`src/rtl/mux_2in_16bits.sv`:
```
// mux_2in_16bits: two-input WIDTH-bit word selector with a registered copy,
// a valid flag and a saturating count of sampled select changes.
// Optional macro MUX2IN16_PARITY_EN adds combinational and registered
// even-parity outputs (r_par, r_q_par).
module mux_2in_16bits #(
    parameter int unsigned WIDTH = 16,
    parameter int unsigned CNT_W = 8
) (
    input  logic             clk,
    input  logic             rst_n,
    input  logic [WIDTH-1:0] a,
    input  logic [WIDTH-1:0] b,
    input  logic             select,
    input  logic             hold,
    output logic [WIDTH-1:0] r,
    output logic [WIDTH-1:0] r_q,
    output logic             r_valid,
    output logic             eq,
    output logic [CNT_W-1:0] sel_toggles
`ifdef MUX2IN16_PARITY_EN
    ,
    output logic             r_par,
    output logic             r_q_par
`endif
);

    localparam logic [CNT_W-1:0] CNT_MAX = {CNT_W{1'b1}};

    logic sel_prev;
    logic toggle_c;
    logic cnt_sat_c;

    // Live selection and operand-equality flag, independent of clock and reset
    always_comb begin
        r  = select ? b : a;
        eq = (a == b);
    end

    // A change against the last sampled select is counted unless saturated
    always_comb begin
        toggle_c  = (select != sel_prev);
        cnt_sat_c = (sel_toggles == CNT_MAX);
    end

    // Registered copy, valid flag and toggle tracking; hold freezes all of it
    always_ff @(posedge clk or negedge rst_n) begin
        if (!rst_n) begin
            r_q         <= '0;
            r_valid     <= 1'b0;
            sel_prev    <= 1'b0;
            sel_toggles <= '0;
        end else if (!hold) begin
            r_q      <= r;
            r_valid  <= 1'b1;
            sel_prev <= select;
            if (toggle_c && !cnt_sat_c) begin
                sel_toggles <= sel_toggles + CNT_W'(1);
            end
        end
    end

`ifdef MUX2IN16_PARITY_EN
    // Even parity of the live result
    always_comb begin
        r_par = ^r;
    end

    // Parity captured alongside r_q under the same hold/reset rules
    always_ff @(posedge clk or negedge rst_n) begin
        if (!rst_n) begin
            r_q_par <= 1'b0;
        end else if (!hold) begin
            r_q_par <= ^r;
        end
    end
`endif

endmodule

```
`config.mk`:
```
export PLATFORM = sky130hd
export DESIGN_NAME = mux_2in_16bits
export DESIGN_NICKNAME = d
export VERILOG_FILES = /design/src/rtl/mux_2in_16bits.sv
export SDC_FILE = /design/constraint.sdc
export NUM_CORES = 1
export LEC_CHECK = 0
export ABC_AREA = 1
export CELL_PAD_IN_SITES_DETAIL_PLACEMENT = 0
export CELL_PAD_IN_SITES_GLOBAL_PLACEMENT = 1
export CORE_ASPECT_RATIO = 1.1
export CORE_MARGIN = 4
export CORE_UTILIZATION = 29
export DETAILED_ROUTE_END_ITERATION = 12
export GPL_TIMING_DRIVEN = 0
export PLACE_DENSITY = 0.93
export SLEW_MARGIN = 5
export SYNTH_ARGS = -nofsm -noshare
export SYNTH_HDL_FRONTEND = slang
export SYNTH_SLANG_ARGS = --single-unit
```
`constraint.sdc`:
```
create_clock -name clk -period 2.24 [get_ports clk]
set_input_delay 0.448 -clock clk [delete_from_list [all_inputs] [get_ports clk]]
set_output_delay 0.448 -clock clk [all_outputs]
set_load 0.01 [all_outputs]
```
# Word level (Yosys, flattened, before mapping)
# Cells that the tools add are included.
[word_totals] regBits=26 input_bits=36
[op_classes] bitwise=1 add_sub_neg=1 eq_ne=3 reduce_logical=3 muxes=1
[ops] operator="$eq 16x16->1" count=1
[ops] operator="$mux 16" count=1
[ops] operator="$add 8x1->8 const B" count=1
[ops] operator="$eq 8x8->1 const B" count=1
[ops] operator="$reduce_and 2->1" count=1
[ops] operator="$logic_and 1x1->1" count=1
[ops] operator="$logic_not 1->1" count=1
[ops] operator="$ne 1x1->1" count=1
[ops] operator="$not 1->1" count=1

# Longest topological paths before layout
[logic_depth] depth_word=4 depth_mapped=8 ltp_nobuf=8

# Worst setup path after synthesis
# Ideal clock, no wire load.
[synth_timing] path_type="input to output" startpoint="in select" endpoint="out r[10]" required_time_ns=1.792 t_arrival_ns=1.067 path_buffers=2 path_slack_ns=0.725 cell_stages=3 path_cell_list="buf_6 > buf_4 > o21ai_0"
[synth_via] elab_chain_len=1
[synth_rtl] element="from (decl)" line_no="13" source="input logic select,"
[synth_rtl] element="$mux 16" line_no="35" source="r = select ? b : a;"
[synth_rtl] element="to (decl)" line_no="15" source="output logic [WIDTH-1:0] r,"
# Every way passes these cells.

# Worst setup path in the final report
[layout_timing] startpoint="in a[6]" endpoint="out r[6]"
[layout_via] elab_chain_len=1
[layout_rtl] element="from (decl)" line_no="11" source="input logic [WIDTH-1:0] a,"
[layout_rtl] element="$mux 16" line_no="35"
# Every way passes these cells.

==> summary.md <==
| Metric | Value |
|---|---|
| # DRC | `0` |
| Core area | `roughly 5400 sq um` |
| Vias in the first global route | `roughly 1700` |
| Fraction of layout cells with a size suffix above 1 | `4.88%` |
| CP max stage delay | `about 0.57 ns` |
| Vias | `approximately 1700` |
| Crit path kind | `input pin to output pin` |
| Clk slew on worst S/H paths | `about 0.09 ns` |
| Crit Path Max Fanout | `2` |
| Leak pwr | `1.33 nW` |
| Commonest cells in the netlist | `128 x nand2_1, 32 x inv_1, 26 x dfrtp_1` |
| Post-synthesis cell area | `roughly 1600 sq um` |
| Main synth FF type | `dfrtp_1` |
| Register area | `651 sq um` |
| Post-synth cell types | `23` |
| GRT Total Usage | `13.5%` |
| Final worst path period share | `97.2%` |
| Finished Cell Area | `between 2000 and 3000 sq um` |
| CTS Buffer Depth | `2` |
| CP max-delay cell | `clkdlybuf4s50_1` |
| CP startpoint kind | `input pin` |
| Placed cells | `approximately 400` |
| Seq/Total Area, Yosys | `approximately two fifths` |
| Routed WL per cell | `11.5 um` |
| Share of the synthesized area in the top cell type | `about two fifths` |
| IO Count | `between 70 and 80` |
| Data arrival, critical path | `between 1.5 and 2 ns` |
| Die Ht | `~87 um` |
| Unrepaired setup endpoints after global routing | `false` |
| Largest net degree at the start of global routing | `27` |
| Area Growth Syn to Fin | `55.3%` |
| Congestion Overflow GR | `0` |
| Fin nets | `~370` |
| Pins Over Slew Limit | `0` |
| Run status | `finished clean` |
| Worst Tran Pin Value | `a little under 0.6 ns` |
| Dpl hpwl | `between 3000 and 4000 um` |
| Drt initial violations | `39` |
| Final instance count without filler cells | `around 400` |
| Pwr dens | `around 560 nW/um^2` |
| Crit Reg-Reg Endpoint | `sel_toggles[0]$_DFFE_PN0P_` |
| Initial antenna violation count | `0` |
| Post-synth EDFFs | `0` |
| Reg-to-reg startpoint | `sel_toggles[0]$_DFFE_PN0P_` |
| Die area | `about 6900 sq um` |
| Root buffer cell | `clkbuf_8` |
| Syn Area/Cell | `roughly 6.6 sq um` |
| Die width | `around 80 um` |
| Post-DR vias/cell | `roughly 4.2` |
| Port Buffers | `between 70 and 80` |
| First-pass GRT wire length | `between 7000 and 8000 um` |
| Net Count, Synth | `about 290` |
| Placed Instance Area | `about 2500 sq um` |
| RePlAce Congestion | `0.809` |
| CP most frequent cell | `clkdlybuf4s50_1` |
| Final worst slack | `around 0.06 ns` |
| Initial core utilization | `30.3%` |
| Count leader, synth | `nand2_1` |
| Slew margin rel. | `61.3%` |
| Synth top area cells | `dfrtp_1 40%, nand2_1 29%, inv_1 7.3%` |
| H-tree levels | `1` |
| Post-CTS setup buffer count | `0` |
| Final hold vios | `0` |
| Fmax | `~460 MHz` |
| Fin Clk Skew | `~0.0026 ns` |
| YS warnings | `0` |
| CP cell instances | `clkdlybuf4s50_1, inv_1, o21ai_1, clkdlybuf4s50_1` |
| Setup TNS | `0 ns` |
| Worst Setup SP | `a[6]` |
| Flip-flop and latch count after synthesis | `26` |
| Worst endpoint required time | `1.79 ns` |
| Hold buffer count at cts | `0` |
| Antenna Nets Post-Route | `0` |
| Fin crit period | `2.18 ns` |
| Maximum vdd drop | `about 0.28 mV` |
| Max-cap viol count | `0` |
| Final setup violation count | `0` |
| CP endpoint kind | `output pin` |
| TritonCTS clock tree | `yes` |
| Antenna diode count | `0` |
| Fill count | `559` |
| Hold Path Class | `input pin to asynchronous set/reset pin` |
| Flop-to-flop setup slack | `0.86 ns` |
| DR pass1 iterations | `4` |
| Post-synth top area cell | `dfrtp_1` |
| Row count | `28` |
| Async set-reset flop share out of synthesis | `between 90% and 100%` |
| Area of the multi-input gates | `~830 sq um` |
| Reg2reg path depth | `8` |
| Routed WL | `between 4000 and 5000 um` |
| CTS Buf Count | `3` |
| Num Clock Sinks | `26` |
| Clk Latency, worst-skew pair | `0.27 ns` |
| Dpl ws | `-0.249 ns` |
| Post-Syn Instances | `roughly 250` |
[placed cells by master, fill, tap and decap left out, types with 2 or more instances in the layout]
master           count
dlymetal6s2s_1       5
dfrtp_1             26
nand3_1              2
nor2_1              14
xnor2_1              8
buf_2                3
o21ai_0              7
clkbuf_1             2
a31oi_1              6
nand4_1              4
o21ai_1              6
inv_1               32
clkdlybuf4s50_1     68
clkbuf_8             4
nand2_1            128
[worst max-delay path, delay by kind of cell]
family          cells  cell delay (ns)
compound gates      1             0.18
buf+inv             3             1.10
[through the flow]
step	power, mW	utilization [%]	hold WS (ns)
after floorplan	0.847	-	0.152
after global placement	1.15	46.1	0.455
after detailed placement	1.15	46.1	0.459
after CTS	1.46	47.0	0.480
after global routing	1.55	47.1	0.202
final	1.44	47.1	0.165
[area by class of cell]
type                            instances  area share, %
Multi-Input combinational cell        182           32.4
Buffer                                  6           1.42
Timing Repair Buffer                   76           29.8
Sequential cell                        26           25.4
Clock buffer                            4           2.15
Tap cell                               75           3.67
Inverter                               34           5.09
[per-layer routing]
| metal | part of all wire, % | GRT usage, % | vias to the layer above |
|---|---|---|---|
| met1 | 41 | 16.1 | 757 |
| met5 | 0 | 0 | - |
| met4 | 0.37 | 3.38 | 0 |
| met3 | 3.6 | 2.17 | 2 |
| li1 | - | - | 911 |
| met2 | 55 | 25.0 | 34 |
[cell families (layout without fill, tap and decap cells)]
group                      Yosys count  after routing  share of synthesized area, %
buffers and inverters               40            120                          10.1
xor gates and xnor gates            10             10                          6.46
AOI/OAI and AO/OA                   19             19                          6.23
DFF                                 26             26                          39.5
and+or+nand+nor                    152            152                          36.9
adders and majority gates            1              1                         0.760
[registers in the layout (all words and copies together) (netlist names)]
register     count
sel_prev         1
sel_toggles      8
r_valid          1
r_q             16
[power by group]
group          leakage [nW]  internal (mW)  switching, mW
Sequential            0.319          0.536         0.0750
Combinational         0.980          0.289          0.235
Clock                0.0288          0.157          0.149
Total                  1.33          0.981          0.459
[what timing repair did]
| item | CTS | global route |
|---|---|---|
| setup endpoints to repair | 5 | 8 |
| resized for setup | 5 | 9 |
| gates cloned | 0 | 0 |
| pin swaps | 1 | 0 |
[how the worst max path moves through the flow]
stage,to,slack (ns),depth (start not counted)
after global placement,eq,-0.25,7
after CTS,r[4],0.007,4
final,r[6],0.06,4
after global routing,r[15],0.003,4
after floorplan,r[10],0.72,3
after detailed placement,eq,-0.25,7
Power figures use the tool's default switching activity.
